[config.mk]
export PLATFORM = sky130hd
export DESIGN_NAME = sw_debounce
export DESIGN_NICKNAME = d
export VERILOG_FILES = /design/src/rtl/sw_debounce.sv
export SDC_FILE = /design/constraint.sdc
export NUM_CORES = 1
export LEC_CHECK = 0
export CELL_PAD_IN_SITES_DETAIL_PLACEMENT = 2
export CELL_PAD_IN_SITES_GLOBAL_PLACEMENT = 2
export CORE_ASPECT_RATIO = 1.75
export CORE_MARGIN = 2
export CORE_UTILIZATION = 35
export CTS_CLUSTER_DIAMETER = 60
export DETAILED_ROUTE_END_ITERATION = 8
export HOLD_SLACK_MARGIN = 0.02
export PLACE_DENSITY_LB_ADDON = 0.1
export SLEW_MARGIN = 25
export SYNTH_ARGS = -nofsm -noshare
export SYNTH_HDL_FRONTEND = slang
export SYNTH_SLANG_ARGS = --single-unit
export TNS_END_PERCENT = 5
[constraint.sdc]
create_clock -name Clk -period 5.15 [get_ports Clk]
set_input_delay 1.03 -clock Clk [delete_from_list [all_inputs] [get_ports Clk]]
set_output_delay 1.03 -clock Clk [all_outputs]
set_load 0.005 [all_outputs]
[src/rtl/sw_debounce.sv]
// Switch/key debouncer: two-flop synchronizer, four-state qualification FSM,
// registered level, edge pulses and a modulo-256 count of accepted presses.
module sw_debounce #(
    parameter int DEBOUNCE_CYCLES = 4,
    parameter int CNT_W           = 16
) (
    input  logic       Clk,
    input  logic       Resetn,
    input  logic       D_in,
    output logic       Q,
    output logic       Rise,
    output logic       Fall,
    output logic [7:0] Count
);

    if (DEBOUNCE_CYCLES < 2 || DEBOUNCE_CYCLES > 65535) begin : g_bad_cycles
        $error("sw_debounce: DEBOUNCE_CYCLES out of range 2..65535");
    end
    if (CNT_W < 32 && DEBOUNCE_CYCLES >= (1 << CNT_W)) begin : g_bad_width
        $error("sw_debounce: CNT_W too narrow for DEBOUNCE_CYCLES");
    end

    typedef enum logic [1:0] {
        STABLE0,
        PEND1,
        STABLE1,
        PEND0
    } state_t;

    localparam logic [CNT_W-1:0] CNT_LAST = CNT_W'(DEBOUNCE_CYCLES - 1);
    localparam logic [CNT_W-1:0] CNT_ONE  = CNT_W'(1);

    logic             s1;
    logic             s2;
    state_t           state;
    state_t           state_nxt;
    logic [CNT_W-1:0] cnt;
    logic [CNT_W-1:0] cnt_nxt;
    logic             q_nxt;
    logic             rise_nxt;
    logic             fall_nxt;
    logic [7:0]       count_nxt;

    // Synchronizer and all architectural state; reset wins over any acceptance.
    always_ff @(posedge Clk) begin
        if (!Resetn) begin
            s1    <= 1'b0;
            s2    <= 1'b0;
            state <= STABLE0;
            cnt   <= '0;
            Q     <= 1'b0;
            Rise  <= 1'b0;
            Fall  <= 1'b0;
            Count <= 8'd0;
        end else begin
            s1    <= D_in;
            s2    <= s1;
            state <= state_nxt;
            cnt   <= cnt_nxt;
            Q     <= q_nxt;
            Rise  <= rise_nxt;
            Fall  <= fall_nxt;
            Count <= count_nxt;
        end
    end

    always_comb begin
        state_nxt = state;
        cnt_nxt   = '0;
        q_nxt     = Q;
        rise_nxt  = 1'b0;
        fall_nxt  = 1'b0;
        count_nxt = Count;
        case (state)
            STABLE0: begin
                if (s2) begin
                    state_nxt = PEND1;
                    cnt_nxt   = CNT_ONE;
                end
            end
            PEND1: begin
                // A reversal, even on the would-be acceptance edge, restarts from zero.
                if (!s2) begin
                    state_nxt = STABLE0;
                end else if (cnt == CNT_LAST) begin
                    state_nxt = STABLE1;
                    q_nxt     = 1'b1;
                    rise_nxt  = 1'b1;
                    count_nxt = Count + 8'd1;
                end else begin
                    cnt_nxt = cnt + CNT_ONE;
                end
            end
            STABLE1: begin
                if (!s2) begin
                    state_nxt = PEND0;
                    cnt_nxt   = CNT_ONE;
                end
            end
            PEND0: begin
                if (s2) begin
                    state_nxt = STABLE1;
                end else if (cnt == CNT_LAST) begin
                    state_nxt = STABLE0;
                    q_nxt     = 1'b0;
                    fall_nxt  = 1'b1;
                end else begin
                    cnt_nxt = cnt + CNT_ONE;
                end
            end
            default: begin
                state_nxt = STABLE0;
            end
        endcase
    end

endmodule

==> results.toml, run 1 <==
[status]
status = "finished, final reports clean"

[placed_design]
io_buffers = 13
gp_congestion = 0.831
hpwl_mm = 2.74

[sta]
finalSetupViolCount = 0
fmax_mhz = 432
period_needed_ns = 2.32
tns_ns = 0
period_share = 0.450
fin_worst_skew_ns = 0.00285
finalMaxSlewViolations = 0
hold_violations = 0
rsz0062_at_grt = "no"
worst_pin_slew_ns = 0.732
slew_headroom = 0.512

[critical_path]
cp-start-kind = "flop"
critPathBufInv = 1
cp_top_family = "buffers and inverters"
crit_arrival_ns = 1.29
crit_path_end_kind = "output port"
worstPathCellList = "clkdlybuf4s50_1"
worstSetupPathType = "reg2out"
cpMaxStageDelayCell = "clkdlybuf4s50_1"
cp_slowest_stage_delay_ns = 0.55
cp_max_fo = 7
crit_required_ns = 4.12

[cts]
numCtsBuffers = 5
post_cts_resized = 0
worst_setup_hold_path_clk_slew_ns = 0.07
post_cts_buffers = 0
clock_path_buffers = 2
cts_tree = "done"
clock_sinks = 31
htree_levels = 2
ctsHoldBuffers = 0
root_buffer = "clkbuf_8"
clk_latency_ns = 0.28

[detailed_routing]
num_vias = 1192
routed_wl_mm = 3.72
drt_iter0_drc = 6
drtPass1Iterations = 4
routedWlPerCell_um = 17.6
vias_per_cell = 5.62
ant_nets = 0
drc_errors = 0

[die]
io_pins = 14
coreArea_sq_um = 3870
rows = 30
dieWidth_um = 51.9
fp.dieH_um = 87.8
initial_utilization = 0.363
die_area_sq_um = 4560

[synthesis]
synth_ff_type = "dfxtp_1"
syn-cell-area_sq_um = 1410
synth-seq-area-share = 0.442
avgSynthCellArea_sq_um = 9.43
synth_async_sr_flop_share = 0
synth_seq_cells = 31
synth.net_count = 154
synth_area_leaders = "dfxtp_1 (44%), xor2_1 (5.6%), nor2_1 (4.3%)"
synth-edff-count = 0
synth.distinct_cells = 30
synthCells = 149
synth.top_cell.area_share = 0.442
yosys_warnings = 0
yosys.area.top_type = "dfxtp_1"

[finish]
syn_to_final_growth_pct = 18.3
antennaDiodeCount = 0
final_core_util = 0.430
fillerInstances = 432
drive_gt1_frac = 0.0732
nets = 169

[global_route]
grt_pass1_vias = 1404
gr-usage-all-layers = 0.194
antenna_found_initial = 0
grt_overflow = 0
grt_pass1_wl_mm = 6.58
grt_max_degree = 20

[power_and_ir_drop]
peakVddDrop_v = 0.000234
power_frac_comb = 0.019
p_int_w = 0.000351
power_density_nw_per_um2 = 270
clkPwrFrac = 0.439
fin_total_pwr_w = 0.000448
switching_share = 0.218
p_leak_nw = 0.524
seq_power_share = 0.542
p_sw_w = 0.0000977

[hold_path]
hp-class = "reg2reg"

[job]
drv_cap = 0
## worst paths after layout
kind / slack, ns / depth (start not counted) / end / from
worst max-delay path: 2.83 / 1 / Count[0] / Count[0]$_SDFFE_PN0P_
worst min-delay path: 0.45 / 1 / s2$_SDFF_PN0_ / s1$_SDFF_PN0_
worst max register to register: 3.05 / 5 / Count[6]$_SDFFE_PN0P_ / cnt[0]$_SDFF_PN0_
worst min register to register: 0.45 / 1 / s2$_SDFF_PN0_ / s1$_SDFF_PN0_
## state kept, by name (all words and copies together) (netlist names), named ones only
name / flops
s1: 1
s2: 1
cnt: 16
Rise: 1
Q: 1
Count: 8
Fall: 1
state: 1
## layout make-up
type,count,area [sq um],area share
Clock buffer,6,82.6,0.0497
Clock inverter,1,5.00,0.00301
Inverter,6,22.5,0.0136
Multi-Input combinational cell,107,741,0.446
Sequential cell,31,621,0.373
Tap cell,48,60.1,0.0361
Timing Repair Buffer,13,130,0.0783
## cell usage after synthesis (4+ instances only)
library cell,n
dfxtp_1,31
nor2_1,16
a21oi_1,11
nand3_1,9
nand4_1,9
xor2_1,9
o31ai_1,7
or4_1,7
inv_1,6
nand2_1,4
o21ai_0,4
xnor2_1,4
## routing by layer
layer / share of wire / wire length [um] / up-vias / track usage
met3: 0.017 / 64 / 7 / 0.0358
li1: - / - / 571 / -
met1: 0.37 / 1380 / 598 / 0.194
met4: 0.030 / 110 / 0 / 0.108
met2: 0.58 / 2170 / 16 / 0.361
met5: 0 / 0 / - / 0
## power by group through the flow
| stage | sequential [W] | combinational (W) | clock (W) |
|---|---|---|---|
| 3_5_place_dp | 0.000249 | 0.00000876 | 0 |
| 3_3_place_gp | 0.000248 | 0.00000831 | 0 |
| 5_1_grt | 0.000243 | 0.00000974 | 0.000216 |
| 2_1_floorplan | 0.000248 | 0.00000407 | 0 |
| 6_report | 0.000243 | 0.00000855 | 0.000197 |
| 4_1_cts | 0.000243 | 0.00000884 | 0.000203 |
## cell usage in the layout, fill, tap and decap left out, drive strengths merged, types with 3 or more instances in the layout
cell type | synthesis | routed
xor2 | 9 | 9
a21oi | 11 | 11
nand3 | 9 | 9
clkbuf | 3 | 6
o21ai | 4 | 4
nor2 | 16 | 16
dfxtp | 31 | 31
o31ai | 7 | 7
or4 | 7 | 7
nor4 | 4 | 4
inv | 6 | 6
nor4b | 3 | 3
xnor2 | 4 | 4
clkdlybuf4s50 | 0 | 13
nand4 | 10 | 10
and2 | 3 | 3
nand2 | 4 | 4
and4 | 3 | 3
## stage by stage
step                      area (sq um)  hold slack [ns]  setup slack (ns)  cells
after floorplan                   1410            0.412              3.46    149
after global placement            1570            0.431              2.56    205
after detailed placement          1570            0.439              2.74    205
after CTS                         1660            0.458              2.80    212
after global routing              1660            0.499              2.76    212
final                             1660            0.452              2.83    212
## cell families after synthesis
logic type	synth area share
simple gates	0.313
xor+xnor	0.0810
buf+inv	0.0356
compound gates	0.0971
mux	0.0142
fa+ha+maj	0.0178
flops	0.442
Note: power is estimated with default switching activity, not from simulation.
==> run 2, diff against run 1 <==
--- a/config.mk
+++ b/config.mk
@@ -9,7 +9,7 @@
 export CELL_PAD_IN_SITES_GLOBAL_PLACEMENT = 2
 export CORE_ASPECT_RATIO = 1.75
 export CORE_MARGIN = 2
-export CORE_UTILIZATION = 35
+export CORE_UTILIZATION = 34
 export CTS_CLUSTER_DIAMETER = 60
 export DETAILED_ROUTE_END_ITERATION = 8
 export HOLD_SLACK_MARGIN = 0.02
==> constraint.sdc (replaced) <==
create_clock -name Clk -period 2.3 [get_ports Clk]
set_input_delay 0.46 -clock Clk [delete_from_list [all_inputs] [get_ports Clk]]
set_output_delay 0.46 -clock Clk [all_outputs]
set_load 0.005 [all_outputs]
==> run 2 against run 1 <==
  * Die area up 2.8%
  * Wire length down 1.0%
  * Core utilization is 1.2 points lower
  * Sequential share of layout area shrank 0.50 points
  * Clock power is 140% higher
  * Clock-buffer cell count grew 2
==> results.toml, run 2 (synthesis gave the netlist of run 1 again) <==
[status]
status = "finished, final reports clean"

[cts]
clock_sinks = 31
clock_path_buffers = 2
root_buffer = "clkbuf_8"
htree_levels = 2
numCtsBuffers = 5
post_cts_resized = 0
post_cts_buffers = 0
clk_latency_ns = 0.28
cts_tree = "done"
worst_setup_hold_path_clk_slew_ns = 0.06
ctsHoldBuffers = 0

[die]
rows = 31
fp.dieH_um = 89.0
initial_utilization = 0.348
die_area_sq_um = 4680
coreArea_sq_um = 4030
dieWidth_um = 52.6
io_pins = 14

[critical_path]
crit_required_ns = 2.51
cp_max_fo = 19
startpoint = "cnt[0]$_SDFF_PN0_"
worstSetupPathType = "reg2reg"
cp-start-kind = "flop"
cp_slowest_stage_delay_ns = 0.58
worstPathCellList = "ha_1, nor4b_4, nand4_4, or4_1, a21oi_1"
crit_path_end_kind = "flop"
crit_arrival_ns = 2.22
r2r_start = "cnt[0]$_SDFF_PN0_"
cpMaxStageDelayCell = "or4_1"

[power_and_ir_drop]
p_leak_nw = 0.538
peakVddDrop_v = 0.000262
power_density_nw_per_um2 = 617

[finish]
syn_to_final_growth_pct = 19.9
nets = 171
layout_commonest_cell = "dfxtp_1"
largestRegisters = "cnt x16, Count x8"
final_core_util = 0.417
drive_gt1_frac = 0.0778
largest_register_ffs = 16
antennaDiodeCount = 0
final_cell_mix = "dfxtp_1 (31), nor2_1 (16), clkdlybuf4s50_1 (13), a21oi_1 (11)"
regMostFlops = "cnt"

[detailed_routing]
num_vias = 1195
drc_errors = 0
routedWlPerCell_um = 17.1
drtPass1Iterations = 3
drt_iter0_drc = 9
ant_nets = 0
routed_wl_mm = 3.68
vias_per_cell = 5.53

[global_route]
grt_pass1_wl_mm = 5.93
grt_pass1_vias = 1267
met1_usage = 0.164
grtUsageMet2 = 0.348
grt_overflow = 0
use_met3 = 0.0368
antenna_found_initial = 0
grt_max_degree = 20
gr-usage-all-layers = 0.176
top_usage_layer = "met2"

[job]
drv_cap = 0

[sta]
fin_worst_skew_ns = 0.00386
hold_violations = 0
rsz0062_at_grt = "no"
tns_ns = 0
finalSetupViolCount = 0
worst_pin_slew_ns = 0.463
period_share = 0.873
finalMaxSlewViolations = 0
fmax_mhz = 498
slew_headroom = 0.689
holdWs_ns = 0.460
period_needed_ns = 2.01

[hold_path]
hp-class = "reg2reg"
hold_start = "s1$_SDFF_PN0_"

[placed_design]
gp_congestion = 0.826
io_buffers = 13
hpwl_mm = 2.73
==> run 2: cell types whose count changed in the layout (fill, tap and decap cells not counted), sizes merged <==
cell / before / now
clkbuf: 6 / 8
clkinv: 1 / 0
buf: 0 / 2
==> run 2: per-stage QoR <==
stage	total power, W	setup slack (ns)	area, sq um	cells
floorplan	0.000565	0.608	1410	149
CTS	0.00105	0.272	1680	216
detailed placement	0.000576	0.277	1580	208
global route	0.00108	0.0976	1680	216
global placement	0.000574	0.385	1580	208
finish	0.00104	0.292	1680	216
==> run 2: final cells by class <==
type	count	area [sq um]
Timing Repair Buffer	15	145
Sequential cell	31	621
Inverter	6	22.5
Multi-Input combinational cell	107	734
Tap cell	49	61.3
Clock buffer	8	100
Fill cell	464	2350
==> run 2: critical path: cells and delay by family (launching register included) <==
family / cells / cell delay [ns]
DFF: 1 / 0.40
adders and majority gates: 1 / 0.25
AOI/OAI and AO/OA: 1 / 0.15
and+or+nand+nor: 3 / 1.14
==> run 2: where the power goes <==
| part | switching [W] | total (W) | leakage [nW] | internal [W] |
|---|---|---|---|---|
| sequential | 0.00000349 | 0.000544 | 0.250 | 0.000541 |
| combinational | 0.00000937 | 0.0000187 | 0.237 | 0.00000936 |
| clock | 0.000203 | 0.000476 | 0.0515 | 0.000273 |
| total | 0.000216 | 0.00104 | 0.538 | 0.000823 |
==> run 2: metal layers <==
layer,wire length (um),share of wire,up-vias
li1,-,-,577
met1,1360,0.37,596
met2,2180,0.59,16
met3,80,0.022,6
met4,61,0.017,0
met5,0,0,-
==> run 2: final timing paths <==
path / to / slack, ns / cells past startpoint
setup / recovery: Count[5]$_SDFFE_PN0P_ / 0.29 / 5
hold / removal: s2$_SDFF_PN0_ / 0.46 / 1
setup reg to reg: Count[5]$_SDFFE_PN0P_ / 0.29 / 5
hold reg to reg: s2$_SDFF_PN0_ / 0.46 / 1
